<file path="src/rtl/fp_cvt96_to16_pipe.sv">
// fp_cvt96_to16_pipe: 3-stage FP96 -> FP16 narrowing converter with
// rounding, overflow, underflow and NaN handling, valid/ready stallable.
// Ports: clk, rst_n (sync, active low); in_valid/in_ready/i/rm operand
// side; out_valid/out_ready/o/flags result side,
// flags = {invalid, overflow, underflow, inexact}.
// Optional macro FPCVT96TO16_FTZ_EN: flush subnormal results to zero.
module fp_cvt96_to16_pipe #(
    parameter int STAGES = 3
) (
    input  logic        clk,
    input  logic        rst_n,
    input  logic        in_valid,
    output logic        in_ready,
    input  logic [95:0] i,
    input  logic [2:0]  rm,
    output logic        out_valid,
    input  logic        out_ready,
    output logic [15:0] o,
    output logic [3:0]  flags
);

    if (STAGES != 3) begin : g_bad_stages
        $error("fp_cvt96_to16_pipe: only STAGES == 3 is supported");
    end

    typedef enum logic [2:0] {
        CL_FIN,
        CL_ZERO,
        CL_TINY,
        CL_INF,
        CL_NAN
    } cls_e;

    localparam logic [2:0] RM_RTZ = 3'd1;
    localparam logic [2:0] RM_RDN = 3'd2;
    localparam logic [2:0] RM_RUP = 3'd3;
    localparam logic [2:0] RM_RMM = 3'd4;

    logic w_adv;
    logic r_v1, r_v2, r_v3;

    assign w_adv     = !r_v3 || out_ready;
    assign in_ready  = w_adv;

    // ---------------- S1: classify ----------------
    logic [14:0]        w_exp;
    logic [79:0]        w_sig;
    logic signed [16:0] w_e;
    cls_e               w_cls;

    assign w_exp = i[94:80];
    assign w_sig = i[79:0];
    // exp - 0x3FFF + 0x0F folded into one constant
    assign w_e   = $signed({2'b00, w_exp} - 17'd16368);

    always_comb begin
        w_cls = CL_FIN;
        unique case (1'b1)
            (w_exp == 15'h0000): w_cls = (w_sig == '0) ? CL_ZERO : CL_TINY;
            (w_exp == 15'h7FFF): w_cls = (w_sig == '0) ? CL_INF : CL_NAN;
            default:             w_cls = CL_FIN;
        endcase
    end

    logic               r1_sign;
    logic [2:0]         r1_rm;
    cls_e               r1_cls;
    logic signed [16:0] r1_e;
    logic [80:0]        r1_m;

    // ---------------- S2: align ----------------
    // Subnormal right shift by (1-e) is done as a shift of {m,10'b0}
    // by -e, so the fraction lands in bits [90:81].
    logic [16:0] w_shm;
    logic [90:0] w_shr;
    logic [9:0]  w_frac;
    logic        w_grd;
    logic        w_stk;
    logic        w_tiny;
    logic        w_ovf_e;
    logic [4:0]  w_expf;

    assign w_shm = 17'd0 - r1_e;
    assign w_shr = {r1_m, 10'b0} >> w_shm[3:0];

    always_comb begin
        w_frac  = '0;
        w_grd   = 1'b0;
        w_stk   = 1'b0;
        w_tiny  = 1'b0;
        w_ovf_e = 1'b0;
        w_expf  = '0;
        unique case (r1_cls)
            CL_NAN: w_frac = r1_m[79:70];
            CL_TINY: begin
                // below the smallest subnormal: only sticky survives
                w_stk  = 1'b1;
                w_tiny = 1'b1;
            end
            CL_FIN: begin
                if (r1_e > 17'sd0) begin
                    w_frac  = r1_m[79:70];
                    w_grd   = r1_m[69];
                    w_stk   = |r1_m[68:0];
                    w_expf  = r1_e[4:0];
                    w_ovf_e = (r1_e >= 17'sd31);
                end else begin
                    w_tiny = 1'b1;
                    if (w_shm >= 17'd11) begin
                        w_stk = |r1_m;
                    end else begin
                        w_frac = w_shr[90:81];
                        w_grd  = w_shr[80];
                        w_stk  = |w_shr[79:0];
                    end
                end
            end
            default: ;
        endcase
    end

    logic       r2_sign;
    logic [2:0] r2_rm;
    cls_e       r2_cls;
    logic [9:0] r2_frac;
    logic       r2_grd;
    logic       r2_stk;
    logic       r2_tiny;
    logic       r2_ovf_e;
    logic [4:0] r2_expf;

    // ---------------- S3: round / pack ----------------
    logic        w_nx;
    logic        w_inc;
    logic        w_big_inf;
    logic [14:0] w_pack;
    logic        w_ovf;
    logic [15:0] w_o;
    logic [3:0]  w_f;

    assign w_nx = r2_grd || r2_stk;

    always_comb begin
        w_inc     = r2_grd && (r2_stk || r2_frac[0]);
        w_big_inf = 1'b1;
        unique case (r2_rm)
            RM_RTZ: begin
                w_inc     = 1'b0;
                w_big_inf = 1'b0;
            end
            RM_RDN: begin
                w_inc     = r2_sign && w_nx;
                w_big_inf = r2_sign;
            end
            RM_RUP: begin
                w_inc     = !r2_sign && w_nx;
                w_big_inf = !r2_sign;
            end
            RM_RMM: w_inc = r2_grd;
            default: ;
        endcase
    end

    // carry out of the fraction ripples into the exponent field,
    // which also turns a 0x3FF subnormal round-up into the min normal
    assign w_pack = {r2_expf, r2_frac} + {14'd0, w_inc};
    assign w_ovf  = r2_ovf_e || (w_pack[14:10] == 5'h1F);

    always_comb begin
        w_o = {r2_sign, 15'h0000};
        w_f = 4'h0;
        unique case (r2_cls)
            CL_ZERO: ;
            CL_INF:  w_o = {r2_sign, 15'h7C00};
            CL_NAN: begin
                w_o = {r2_sign, 5'h1F, 1'b1, r2_frac[8:0]};
                w_f = {!r2_frac[9], 3'b000};
            end
            default: begin
                if (w_ovf) begin
                    w_o = {r2_sign, w_big_inf ? 15'h7C00 : 15'h7BFF};
                    w_f = 4'b0101;
                end else begin
`ifdef FPCVT96TO16_FTZ_EN
                    if (w_pack[14:10] == 5'h00) begin
                        w_o = {r2_sign, 15'h0000};
                        w_f = 4'b0011;
                    end else begin
                        w_o = {r2_sign, w_pack};
                        w_f = {2'b00, r2_tiny && w_nx, w_nx};
                    end
`else
                    w_o = {r2_sign, w_pack};
                    w_f = {2'b00, r2_tiny && w_nx, w_nx};
`endif
                end
            end
        endcase
    end

    // ---------------- registers ----------------
    always_ff @(posedge clk) begin
        if (!rst_n) begin
            r_v1  <= 1'b0;
            r_v2  <= 1'b0;
            r_v3  <= 1'b0;
            o     <= 16'h0000;
            flags <= 4'h0;
        end else if (w_adv) begin
            r_v1 <= in_valid;
            r_v2 <= r_v1;
            r_v3 <= r_v2;
            if (r_v2) begin
                o     <= w_o;
                flags <= w_f;
            end
        end
    end

    always_ff @(posedge clk) begin
        if (w_adv) begin
            if (in_valid) begin
                r1_sign <= i[95];
                r1_rm   <= rm;
                r1_cls  <= w_cls;
                r1_e    <= w_e;
                r1_m    <= {1'b1, w_sig};
            end
            if (r_v1) begin
                r2_sign  <= r1_sign;
                r2_rm    <= r1_rm;
                r2_cls   <= r1_cls;
                r2_frac  <= w_frac;
                r2_grd   <= w_grd;
                r2_stk   <= w_stk;
                r2_tiny  <= w_tiny;
                r2_ovf_e <= w_ovf_e;
                r2_expf  <= w_expf;
            end
        end
    end

    assign out_valid = r_v3;

endmodule

</file>
<file path="config.mk">
export PLATFORM = sky130hd
export DESIGN_NAME = fp_cvt96_to16_pipe
export DESIGN_NICKNAME = d
export VERILOG_FILES = /design/src/rtl/fp_cvt96_to16_pipe.sv
export SDC_FILE = /design/constraint.sdc
export NUM_CORES = 1
export LEC_CHECK = 0
export ABC_CLOCK_PERIOD_IN_PS = 3800
export CORE_MARGIN = 3
export CORE_UTILIZATION = 25
export DETAILED_ROUTE_END_ITERATION = 10
export GPL_TIMING_DRIVEN = 0
export SETUP_SLACK_MARGIN = 0.02
export SLEW_MARGIN = 0
export SYNTH_ARGS = -nofsm -noshare
export SYNTH_HDL_FRONTEND = slang
export SYNTH_SLANG_ARGS = --single-unit
</file>
<file path="constraint.sdc">
create_clock -name clk -period 3.8 [get_ports clk]
set_clock_uncertainty 0.05 [all_clocks]
set_input_delay 0.38 -clock clk [delete_from_list [all_inputs] [get_ports clk]]
set_output_delay 0.38 -clock clk [all_outputs]
set_load 0.01 [all_outputs]
</file>
# Word level (Yosys, flattened, before mapping)
# Index checks and enable logic that the tools add are counted.
[word_totals]
ff_bits = 153
output_inout_bits = 22
in_bits = 103
elab_cells = 78
[classes]
reduce_logical = 21
mux = 20
n_eq_ne = 11
addsub = 3
shifts = 1
magnitude_cmp = 3
[ops]
columns = ["cell", "count"]
rows = [
  ["$shr A91 B4 Y91", 1],
  ["$logic_not A80 Y1", 1],
  ["$reduce_or A80 Y1", 1],
  ["$reduce_or A69 Y1", 1],
  ["$pmux W15 S3", 1],
  ["$mux W10", 2],
  ["$pmux W10 S2", 1],
  ["$ge A17 B4 Y1 const B", 1],
  ["$ge A17 B6 Y1 const B", 1],
  ["$gt A17 B1 Y1 const B", 1],
  ["$sub A1 B17 Y17 const A", 1],
  ["$sub A15 B14 Y16 const B", 1],
  ["$add A15 B1 Y15", 1],
  ["$eq A15 B15 Y1 const B", 1],
  ["$logic_not A15 Y1", 1],
  ["$mux W15", 1],
  ["$eq A3 B2 Y1 const B", 4],
  ["$mux W11", 1],
  ["$eq A3 B3 Y1 const B", 3],
  ["$pmux W4 S2", 1],
  ["$reduce_and A2 Y1", 4],
  ["$eq A3 B1 Y1 const B", 2],
  ["$mux W3", 2],
  ["$pmux W3 S2", 1],
  ["11 further kinds", 24],
]

# Logic depth before layout (Yosys ltp)
# Gate-level depths: netlist of the first run.
[logic_depth]
ltp_word = 8
mapped_depth = 15

# Worst setup path before layout of the first run
# No wires, ideal clock.
[synth_path]
path_kind = "flip-flop to flip-flop"
startpoint = "register r1_e[0]"
endpoint = "register r2_frac[6], data pin"
path_stages_with_launch = 16
required_ps = 3584
path_slack_ps = -300
t_arrival_ps = 3884
setup_time_ps = 166
path_cell_list = "edfxtp_1 clkbuf_1 clkbuf_1 inv_1 buf_1 ha_1 or4b_1 buf_2 or3_1 ha_1 o221ai_1 a31oi_1 o211ai_1 a2111oi_4 nand3_2 o31ai_2"
[synth_between]
elab_chain_cells = 5
word_cells_on_any_way = 7
[synth_rtl]
columns = ["element", "line", "source"]
rows = [
  ["from (decl)", "68", "logic signed [16:0] r1_e;"],
  ["from (signal assigned)", "226", "r1_e <= w_e;"],
  ["$sub A1 B17 Y17", "83", "assign w_shm = 17'd0 - r1_e;"],
  ["$ge A17 B4 Y1 / $shr A91 B4 Y91 (equally long branches)", "109, 84", ""],
  ["$mux W10", "109", "if (w_shm >= 17'd11) begin"],
  ["$mux W10 (*)", "101", "if (r1_e > 17'sd0) begin"],
  ["$pmux W10 S2 (*)", "93", "unique case (r1_cls)"],
  ["via w_frac[6]", "76", "logic [9:0] w_frac;"],
  ["to (signal assigned)", "233", "r2_frac <= w_frac;"],
  ["to (decl)", "125", "logic [9:0] r2_frac;"],
]
# The timed path passes the listed nets; every way through them passes the cells marked *.
# A chain may end at the register's enable or synchronous reset.

# Final worst setup path of the first run
[layout_path]
startpoint = "register r1_e[0]"
endpoint = "register r2_stk, data pin"
[layout_between]
elab_chain_cells = 6
word_cells_on_any_way = 8
[layout_rtl]
columns = ["element", "line", "source"]
rows = [
  ["$sub A1 B17 Y17", "83", ""],
  ["$shr A91 B4 Y91", "84", "assign w_shr = {r1_m, 10'b0} >> w_shm[3:0];"],
  ["$reduce_or A80 Y1", "114", "w_stk = |w_shr[79:0];"],
  ["$mux W1", "109", ""],
  ["$mux W1 (*)", "101", ""],
  ["$pmux W1 S2 (*)", "93", ""],
  ["via w_stk", "78", "logic w_stk;"],
  ["to (signal assigned)", "235", "r2_stk <= w_stk;"],
  ["to (decl)", "127", "logic r2_stk;"],
]
# Marked as above.

==> metrics.md, run 1 <==
| Metric | Value |
|---|---|
| Outcome | `complete, no violations` |
| # diodes | `0` |
| Max FO, Critical Path | `10` |
| Remaining Overflow, GRT | `0` |
| Overall power | `around 4.3 mW` |
| Vias in the first global route | `approximately 6700` |
| CTS tree | `yes` |
| Global-route wire length before repair | `37500 um` |
| Min-delay src | `r1_rm[2]` |
| Setup Crit Path Kind | `flop to flop` |
| Die ar. | `0.0343 sq mm` |
| Yosys synthesis warning count | `0` |
| Share of cells above drive strength 1 | `0.104` |
| Power per cell area | `408 mW/mm^2` |
| HPWL Detailed | `18500 um` |
| Drt wl/cell | `18.8 um` |
| Slowest CP cell | `clkbuf_1` |
| Final Hold Vio Count | `0` |
| Clk sinks | `152` |
| Die height | `185 um` |
| Layout area overhead | `32.6%` |
| Post-synth cell types | `70` |
| I/O Pins | `approximately 130` |
| Max stage delay on crit path | `0.44 ns` |
| WHS | `around 0.37 ns` |
| Unrepaired setup endpoints after global routing | `yes` |
| Rows | `64` |
| Number of port buffers | `124` |
| Max cap viols | `0` |
| Seq cells post-synth | `about 150` |
| Final Setup Violations | `0` |
| Syn Area/Cell | `approximately 11 sq um` |
| Pins Over Slew Limit | `0` |
| Clock root cell | `clkbuf_16` |
| Setup TNS | `0 ns` |
| P_leak | `3.52 nW` |
| Minimum clock period | `3.67 ns` |
| Pin count of the biggest net entering global routing | `76` |
| Post-synthesis sequential area ratio | `0.540` |
| CP cell instances | `clkbuf_8 -> inv_4 -> buf_8 -> ha_4 -> ha_1 -> clkbuf_1 -> clkbuf_1 -> clkbuf_1 -> nand2_1 -> nor4_1 -> a211oi_1 -> nor3_1 -> a31oi_1` |
| EDFF count, synth | `~130` |
| Drt first-iter violations | `512` |
| Worst-path clk slew | `0.06 ns` |
| Via/cell ratio | `5.21` |
| Remaining DRCs | `0` |
| DRT Pass-1 Iters | `5` |
| Layout Nets | `990` |
| Max_slew headroom | `0.229` |
| Chip width | `185 um` |
| Initial antenna violation count | `0` |
| Gr usage total | `0.140` |
| Crit end category | `flop` |
| Initial Utilization | `0.258` |
| Post-route ant nets | `0` |
| Max frequency | `0.273 GHz` |
| Syn_nets | `about 840` |
| Hold crit path type | `flop to flop` |
| Reg-to-Reg Start | `r1_e[0]` |
| Asr flop ratio synth | `0` |
| Commonest non-fill, non-tap cell in the layout | `edfxtp_1` |
| Clk_lat worst skew | `0.43 ns` |
| Slew @ Worst Pin | `1.16 ns` |
| Clock Tree Buf Depth | `2` |
| Worst IR Drop VDD | `262 uV` |
| Commonest non-fill, non-tap cells in the layout | `edfxtp_1 (129), clkdlybuf4s50_1 (124), nor2_1 (50)` |
| H-Tree Level Count | `4` |
| Routability cong. | `0.900` |
| Synth Cell Area | `between 0.008 and 0.009 sq mm` |
| Tcrit/Tclk final | `0.965` |
| Mapped Cells | `727` |
| WHS Path Cells | `0` |
| Crit path launch | `r1_e[0]` |
| Req. time, crit path | `3.90 ns` |
| Core Box Area | `approximately 0.031 sq mm` |
| Finished Cell Area | `approximately 0.011 sq mm` |
| Top FF cell, synth | `edfxtp_1` |
| Worst path arrival time | `3.76 ns` |
| Fin util | `0.342` |
| Critical path's most frequent cell | `clkbuf_1` |
| Via count | `6702` |
| CTS buffer count | `17` |
| DRT Wirelength | `24200 um` |
| Area post-placement | `~0.01 sq mm` |
| Startpoint Class | `flop` |
| Cells on worst reg2reg path | `13` |
## logic make-up after synthesis
group,synth area share
AO/OA/AOI/OAI,0.152
XOR/XNOR,0.0207
adder cells (fa/ha/maj),0.0140
buffers and inverters,0.0229
flip-flops,0.540
multiplexers,0.0574
AND/OR/NAND/NOR,0.193
## sequential cells by signal, indices dropped and copies added (netlist names), 3 cells and up
| name | cells |
|---|---|
| r1_e | 16 |
| r1_m | 80 |
| r2_cls | 3 |
| flags | 4 |
| o | 16 |
| r2_rm | 3 |
| r2_frac | 10 |
| r1_rm | 3 |
| r2_expf | 5 |
| r1_cls | 3 |
## through the flow
step | instances | setup slack [ns]
6_report | 1287 | 0.134
5_1_grt | 1287 | -0.00454
4_1_cts | 1287 | 0.0289
3_5_place_dp | 1248 | -1.49
3_3_place_gp | 1247 | -1.54
2_1_floorplan | 727 | 0.0369
## final cells by class
class,count,area (sq um)
buffer,28,146
clock buffer,22,531
clock inverter,10,90.1
fill,3055,20500
inverter,19,73.8
multi-input combinational,527,3640
sequential,152,4330
tap,396,495
timing repair buffer,133,1330
## what timing repair did
| action | 4_1_cts | 5_1_grt |
|---|---|---|
| endpoints found under the setup margin | 19 | 20 |
| hold buffers | 0 | 0 |
| setup buffers | 8 | 0 |
| gates resized for setup | 25 | 18 |
| pin swaps | 6 | 6 |
| cloned | 0 | 0 |
## metal layers
| layer | part of all wire | global-route usage | up-vias |
|---|---|---|---|
| met5 | 0 | 0 | - |
| met4 | 0.025 | 0.0510 | 0 |
| met3 | 0.064 | 0.0285 | 40 |
| met2 | 0.46 | 0.219 | 266 |
| met1 | 0.45 | 0.193 | 3195 |
| li1 | - | - | 3201 |
## critical path, delay by kind of cell, from the launching register on
| family | cells | cell delay (ns) |
|---|---|---|
| buf+inv | 6 | 1.59 |
| fa+ha+maj | 2 | 0.44 |
| simple gates | 3 | 0.69 |
| compound gates | 2 | 0.25 |
| flops | 1 | 0.37 |
## Yosys cell counts, drive strengths merged, types with 6 or more instances
library cell	count	area, sq um
and2	12	75.1
a31oi	10	62.6
mux2	10	113
and3	9	56.3
or3	14	87.6
mux2i	28	280
nor4	50	313
dfxtp	23	460
buf	8	33.8
nand4	16	100
nor2b	14	87.6
nand2b	8	50.1
nor3	24	120
a211oi	13	97.6
nand2	49	184
a21boi	6	45.0
o21ai	41	205
ha	9	113
clkbuf	21	78.8
or4	7	56.3
nand3	16	85.1
inv	19	71.3
a32oi	6	52.6
a22oi	6	45.0
o31ai	6	55.1
nor2	50	188
edfxtp	129	3870
xnor2	15	131
a21oi	23	115
## report_power, final
| part | total, mW | internal, mW | switching, mW |
|---|---|---|---|
| clock | 1.75 | 1.02 | 0.734 |
| sequential | 2.01 | 1.92 | 0.0926 |
| combinational | 0.582 | 0.271 | 0.311 |
## path summary, 6_finish.rpt
| kind | endpoint | slack, ns |
|---|---|---|
| min reg2reg | r2_rm[2] | 0.37 |
| max | r2_stk | 0.13 |
| min | r2_rm[2] | 0.37 |
| max reg2reg | r2_stk | 0.13 |
No activity file was read; power rests on OpenSTA's default activity.
==> run 2: changes to the inputs <==
Settings changed: CORE_MARGIN 3 to 2, REMOVE_ABC_BUFFERS from default to 1.
==> run 2 against run 1 <==
Against the previous run:
- die area is 2.1% lower
- final cell count fell by 1.2%
- critical path depth shrank 1
- sequential cell count did not move
- final area is 1.4% lower
- worst setup slack lost 0.087 ns
- sequential power barely moved
- maximum frequency fell by 2.3%
- largest cell class unchanged
==> metrics.md, run 2 (synthesized netlist as in run 1, its figures left out) <==
| Metric | Value |
|---|---|
| Outcome | `complete, no violations (unchanged)` |
| Vias in the first global route | `6418 (was 6718)` |
| Minimum clock period | `3.75 ns (was 3.67 ns)` |
| Pint | `3.04 mW (was 3.21 mW)` |
| Layout Nets | `969 (was 990)` |
| Crit end category | `flop (unchanged)` |
| Initial Utilization | `0.254 (was 0.258)` |
| Clock root cell | `clkbuf_16 (unchanged)` |
| Tcrit/Tclk final | `0.988 (was 0.965)` |
| Unrepaired setup endpoints after global routing | `yes (unchanged)` |
| Die ar. | `0.0336 sq mm (was 0.0343 sq mm)` |
| Core Box Area | `0.0316 sq mm (was 0.0311 sq mm)` |
| Max frequency | `0.266 GHz (was 0.273 GHz)` |
| Power per cell area | `395 mW/mm^2 (was 408 mW/mm^2)` |
| Setup Crit Path Kind | `flop to flop (unchanged)` |
| Req. time, crit path | `3.91 ns (was 3.90 ns)` |
| Worst IR Drop VDD | `313 uV (was 262 uV)` |
| Clk sinks | `152 (unchanged)` |
| Gr usage total | `0.133 (was 0.140)` |
| DRT Pass-1 Iters | `5 (unchanged)` |
| CTS buffer count | `17 (unchanged)` |
| DP Cell Count | `1228 (was 1248)` |
| Sw power | `1.10 mW (was 1.14 mW)` |
| # diodes | `0 (unchanged)` |
| Commonest non-fill, non-tap cells in the layout | `edfxtp_1 (129), clkdlybuf4s50_1 (124), nor2_1 (50) (unchanged)` |
| Critical path's most frequent cell | `or3_4 (was clkbuf_1)` |
| Via/cell ratio | `5.19 (was 5.21)` |
| CTS Hold Bufs | `0 (unchanged)` |
| Fill cells | `3156 (was 3055)` |
| Commonest non-fill, non-tap cell in the layout | `edfxtp_1 (unchanged)` |
| Worst path arrival time | `3.86 ns (was 3.76 ns)` |
| Max_slew headroom | `0.246 (was 0.229)` |
| Max cap viols | `0 (unchanged)` |
| Slew @ Worst Pin | `1.12 ns (was 1.16 ns)` |
| Die height | `183 um (was 185 um)` |
| Startpoint Class | `flop (unchanged)` |
| Number of flip-flops in the largest register | `80 (unchanged)` |
| Final Setup Violations | `0 (unchanged)` |
| Max FO, Critical Path | `4 (was 10)` |
| Global-route wire length before repair | `35000 um (was 37500 um)` |
| Worst-path clk slew | `0.06 ns (about the same)` |
| Slowest CP cell | `or4_4 (was clkbuf_1)` |
| Drt wl/cell | `17.6 um (was 18.8 um)` |
| Max stage delay on crit path | `0.43 ns (was 0.44 ns)` |
| Flop pwr share | `0.486 (was 0.463)` |
| Rows | `65 (was 64)` |
| Remaining DRCs | `0 (unchanged)` |
| Combinational power share | `0.136 (was 0.134)` |
| Setup TNS | `0 ns (unchanged)` |
| Hold crit path type | `flop to flop (unchanged)` |
| DRT Wirelength | `22300 um (was 24200 um)` |
| Pins Over Slew Limit | `0 (unchanged)` |
| Chip width | `183 um (was 185 um)` |
| Sum of buffers and inverters on the critical path | `1 (was 6)` |
| Drt first-iter violations | `586 (was 512)` |
| Final Hold Vio Count | `0 (unchanged)` |
| H-Tree Level Count | `4 (unchanged)` |
| Share of cells above drive strength 1 | `0.100 (was 0.104)` |
| Switch share | `0.266 (was 0.262)` |
| HPWL Detailed | `16600 um (was 18500 um)` |
| Clk_lat worst skew | `0.43 ns (about the same)` |
| Worst path top cell family by delay | `simple AND/OR/NAND/NOR gates (was buffers and inverters)` |
| Biggest regs | `r1_m: 80 flops, o: 16 flops, r1_e: 16 flops (unchanged)` |
| Routability cong. | `0.867 (was 0.900)` |
| Clock Tree Buf Depth | `2 (unchanged)` |
| CTS tree | `yes (unchanged)` |
| Initial antenna violation count | `0 (unchanged)` |
| CP cell instances | `or3_4 -> or4_4 -> or3_4 -> or3_4 -> ha_4 -> o221ai_2 -> a31oi_1 -> o211ai_1 -> a2111oi_4 -> buf_4 -> o2111a_1 -> a31oi_2 (was clkbuf_8 -> inv_4 -> buf_8 -> ha_4 -> ha_1 -> clkbuf_1 -> clkbuf_1 -> clkbuf_1 -> nand2_1 -> nor4_1 -> a211oi_1 -> nor3_1 -> a31oi_1)` |
| Clk pwr share | `0.379 (was 0.403)` |
| Pin count of the biggest net entering global routing | `74 (was 76)` |
| Finished Layout Cells | `1271 (was 1287)` |
| I/O Pins | `125 (unchanged)` |
| Number of port buffers | `124 (unchanged)` |
| Post-route ant nets | `0 (unchanged)` |
| P_leak | `3.43 nW (was 3.52 nW)` |
| Via count | `6593 (was 6702)` |
| Register name with the most flops | `r1_m (unchanged)` |
| Remaining Overflow, GRT | `0 (unchanged)` |
| Layout area overhead | `30.8% (was 32.6%)` |
-- run 2: cell types whose count changed in the layout (fill, tap and decap cells not counted), sizes merged --
cell,previous run,this run
inv,27,21
clkinvlp,1,3
clkinv,1,9
clkbuf,43,17
-- run 2: layout make-up --
type / instances / area [sq um] / share of cell area
Sequential cell: 152 / 4330 / 0.413
Multi-Input combinational cell: 527 / 3610 / 0.344
Timing Repair Buffer: 140 / 1420 / 0.135
Tap cell: 402 / 503 / 0.0479
Clock buffer: 17 / 425 / 0.0405
Clock inverter: 14 / 123 / 0.0117
Inverter: 19 / 78.8 / 0.00751
-- run 2: worst paths after layout --
kind | start | to | slack [ns] | depth (start not counted)
min reg2reg | r1_rm[0] | r2_rm[0] | 0.38 | 0
min | r1_rm[0] | r2_rm[0] | 0.38 | 0
max reg2reg | r1_e[6] | r2_stk | 0.05 | 12
max | r1_e[6] | r2_stk | 0.05 | 12
-- run 2: power by group through the flow --
stage / sequential (mW) / clock [mW] / combinational (mW)
3_3_place_gp: 2.06 / 0 / 0.512
2_1_floorplan: 2.03 / 0 / 0.276
5_1_grt: 2.02 / 1.67 / 0.614
6_report: 2.01 / 1.57 / 0.562
3_5_place_dp: 2.05 / 0 / 0.534
4_1_cts: 2.01 / 1.60 / 0.552
-- run 2: through the flow --
stage | setup slack, ns | area, sq um | util | hold slack (ns) | total power, mW
finish | 0.0468 | 10500 | 0.333 | 0.377 | 4.14
global route | -0.0758 | 10500 | 0.333 | 0.393 | 4.30
CTS | 0.0327 | 10400 | 0.330 | 0.381 | 4.16
detailed placement | -1.56 | 9760 | 0.309 | 0.360 | 2.58
global placement | -3.84 | 9660 | 0.306 | 0.354 | 2.57
floorplan | -1.63 | 7910 | - | 0.350 | 2.30
-- run 2: per-layer routing --
layer  wire [um]  GRT usage  up-vias
li1            -          -     3158
met1       10700      0.185     3181
met2        9960      0.201      223
met3        1260     0.0272       31
met4         461     0.0541        0
met5           0          0        -
-- run 2: what timing repair did --
| action | CTS | global route |
|---|---|---|
| setup endpoints to repair | 18 | 11 |
| setup buffers | 6 | 6 |
| pin swaps | 5 | 1 |
| gates resized for setup | 14 | 7 |
| gates cloned | 0 | 0 |
==> run 3: changes to the inputs <==
Settings changed: GPL_TIMING_DRIVEN 0 to default, SETUP_SLACK_MARGIN 0.02 to default.
==> run 3 against run 2 <==
Against the previous run:
- core utilization down 0.091 points
- sequential power barely moved
- critical path depth unchanged
- critical path type unchanged
==> metrics.md, run 3 (synthesized netlist as in run 1, its figures left out) <==
| Metric | Value |
|---|---|
| Outcome | `complete, no violations (unchanged)` |
| Register name with the most flops | `r1_m (unchanged)` |
| Die height | `183 um (unchanged)` |
| Final Hold Vio Count | `0 (unchanged)` |
| Slowest CP cell | `or4_1 (was or4_4)` |
| Remaining DRCs | `0 (unchanged)` |
| Routability cong. | `0.904 (was 0.867)` |
| Commonest non-fill, non-tap cells in the layout | `edfxtp_1 (129), clkdlybuf4s50_1 (124), nor2_1 (50), nor4_1 (50), nand2_1 (49) (was edfxtp_1 (129), clkdlybuf4s50_1 (124), nor2_1 (50))` |
| Chip width | `183 um (unchanged)` |
| Die ar. | `0.0336 sq mm (unchanged)` |
| Worst IR Drop VDD | `314 uV (was 313 uV)` |
| WHS | `0.379 ns (was 0.377 ns)` |
| Max frequency | `0.279 GHz (was 0.266 GHz)` |
| Worst path arrival time | `3.79 ns (was 3.86 ns)` |
| Clock Tree Buf Depth | `2 (unchanged)` |
| Hold crit path type | `flop to flop (unchanged)` |
| Final Setup Violations | `0 (unchanged)` |
| HPWL Detailed | `16900 um (was 16600 um)` |
| Pins Over Slew Limit | `0 (unchanged)` |
| Power per cell area | `408 mW/mm^2 (was 395 mW/mm^2)` |
| Via count | `6473 (was 6593)` |
| I/O Pins | `125 (unchanged)` |
| Global-route wire length before repair | `35300 um (was 35000 um)` |
| Remaining Overflow, GRT | `0 (unchanged)` |
| Place WS | `0.0760 ns (was -1.56 ns)` |
| DRT Pass-1 Iters | `7 (was 5)` |
| Via/cell ratio | `5.09 (was 5.19)` |
| Initial antenna violation count | `0 (unchanged)` |
| Crit end category | `flop (unchanged)` |
| Post-route ant nets | `0 (unchanged)` |
| Layout area overhead | `30.4% (was 30.8%)` |
| Initial Utilization | `0.254 (unchanged)` |
| Commonest non-fill, non-tap cell in the layout | `edfxtp_1 (unchanged)` |
| Slew @ Worst Pin | `0.716 ns (was 1.12 ns)` |
| Max cap viols | `0 (unchanged)` |
| PnR worst setup slack | `0.217 ns (was 0.0468 ns)` |
| Drt wl/cell | `17.4 um (was 17.6 um)` |
| Layout Nets | `969 (unchanged)` |
| Startpoint Class | `flop (unchanged)` |
| Number of port buffers | `124 (unchanged)` |
| CTS tree | `yes (unchanged)` |
| Setup Crit Path Kind | `flop to flop (unchanged)` |
| Cells on worst reg2reg path | `12 (unchanged)` |
| Tcrit/Tclk final | `0.943 (was 0.988)` |
| Setup TNS | `0 ns (unchanged)` |
| DRT Wirelength | `22100 um (was 22300 um)` |
| Critical path's most frequent cell | `or3_1 (was or3_4)` |
| CTS buffer count | `17 (unchanged)` |
| Number of flip-flops in the largest register | `80 (unchanged)` |
| H-Tree Level Count | `4 (unchanged)` |
| Share of cells above drive strength 1 | `0.0851 (was 0.100)` |
| Pin count of the biggest net entering global routing | `72 (was 74)` |
| Max_slew headroom | `0.519 (was 0.246)` |
| Gr usage total | `0.135 (was 0.133)` |
| Worst-path clk slew | `0.07 ns (was 0.06 ns)` |
| Clk sinks | `152 (unchanged)` |
| Clk_lat worst skew | `0.43 ns (about the same)` |
| Clock root cell | `clkbuf_16 (unchanged)` |
| Fin util | `0.332 (was 0.333)` |
| Core Box Area | `0.0316 sq mm (unchanged)` |
| Unrepaired setup endpoints after global routing | `no (was yes)` |
| Biggest regs | `r1_m: 80 flops, o: 16 flops, r1_e: 16 flops (unchanged)` |
| Overall power | `4.27 mW (was 4.14 mW)` |
| Fill cells | `3184 (was 3156)` |
| CP cell instances | `or3_1 -> or4_1 -> or3_1 -> or3_1 -> ha_1 -> o221ai_1 -> a31oi_1 -> o211ai_1 -> a2111oi_4 -> buf_6 -> nand3_4 -> o31ai_4 (was or3_4 -> or4_4 -> or3_4 -> or3_4 -> ha_4 -> o221ai_2 -> a31oi_1 -> o211ai_1 -> a2111oi_4 -> buf_4 -> o2111a_1 -> a31oi_2)` |
| Vias in the first global route | `6325 (was 6418)` |
| Rows | `65 (unchanged)` |
| Max stage delay on crit path | `0.43 ns (about the same)` |
| Drt first-iter violations | `583 (was 586)` |
| Req. time, crit path | `4.01 ns (was 3.91 ns)` |
| Total setup buffers inserted after CTS | `0 (was 6)` |
| Max FO, Critical Path | `7 (was 4)` |
| P_leak | `3.44 nW (was 3.43 nW)` |
| Minimum clock period | `3.58 ns (was 3.75 ns)` |
| # diodes | `0 (unchanged)` |
| WHS Path Cells | `0 (unchanged)` |
==> run 3: routing by layer <==
layer,up-vias,GRT usage,part of all wire,wire length (um)
met3,18,0.0276,0.055,1220
met2,208,0.206,0.45,9900
li1,3159,-,-,-
met1,3088,0.192,0.49,10800
met4,0,0.0397,0.010,228
met5,-,0,0,0
==> run 3: worst max-delay path, delay by kind of cell (launching register included) <==
family,cells,cell delay [ns]
AOI/OAI and AO/OA,5,0.88
adders and majority gates,1,0.28
buffers and inverters,1,0.18
DFF,1,0.40
and+or+nand+nor,5,1.63
==> run 3: final cells by class <==
type / instances / area, sq um / share of cell area
Tap cell: 402 / 503 / 0.0480
Inverter: 19 / 71.3 / 0.00681
Timing Repair Buffer: 140 / 1400 / 0.134
Clock inverter: 15 / 178 / 0.0170
Sequential cell: 152 / 4330 / 0.414
Multi-Input combinational cell: 527 / 3560 / 0.340
Clock buffer: 17 / 425 / 0.0406
==> run 3: timing repair <==
action,CTS,global route
gates resized for setup,0,7
hold buffers,0,0
setup endpoints to repair,0,10
hold endpoints to repair,0,0
==> run 3: where the power goes <==
group          internal (mW)  leakage [nW]  switching, mW
clock                  0.943         0.290          0.763
combinational          0.264          1.72          0.287
sequential              1.92          1.44         0.0930
total                   3.13          3.44           1.14
==> run 3: metrics by stage <==
step / instances / cell area, sq um
after CTS: 1272 / 10400
after global routing: 1272 / 10500
after detailed placement: 1240 / 9820
final: 1272 / 10500
after global placement: 1240 / 9820
after floorplan: 698 / 7910
==> run 3: worst paths after layout <==
path	from	endpoint	slack, ns
worst min-delay path	r1_rm[1]	r2_rm[1]	0.38
worst min register to register	r1_rm[1]	r2_rm[1]	0.38
worst max-delay path	r1_e[5]	r2_frac[6]	0.22
worst max register to register	r1_e[5]	r2_frac[6]	0.22
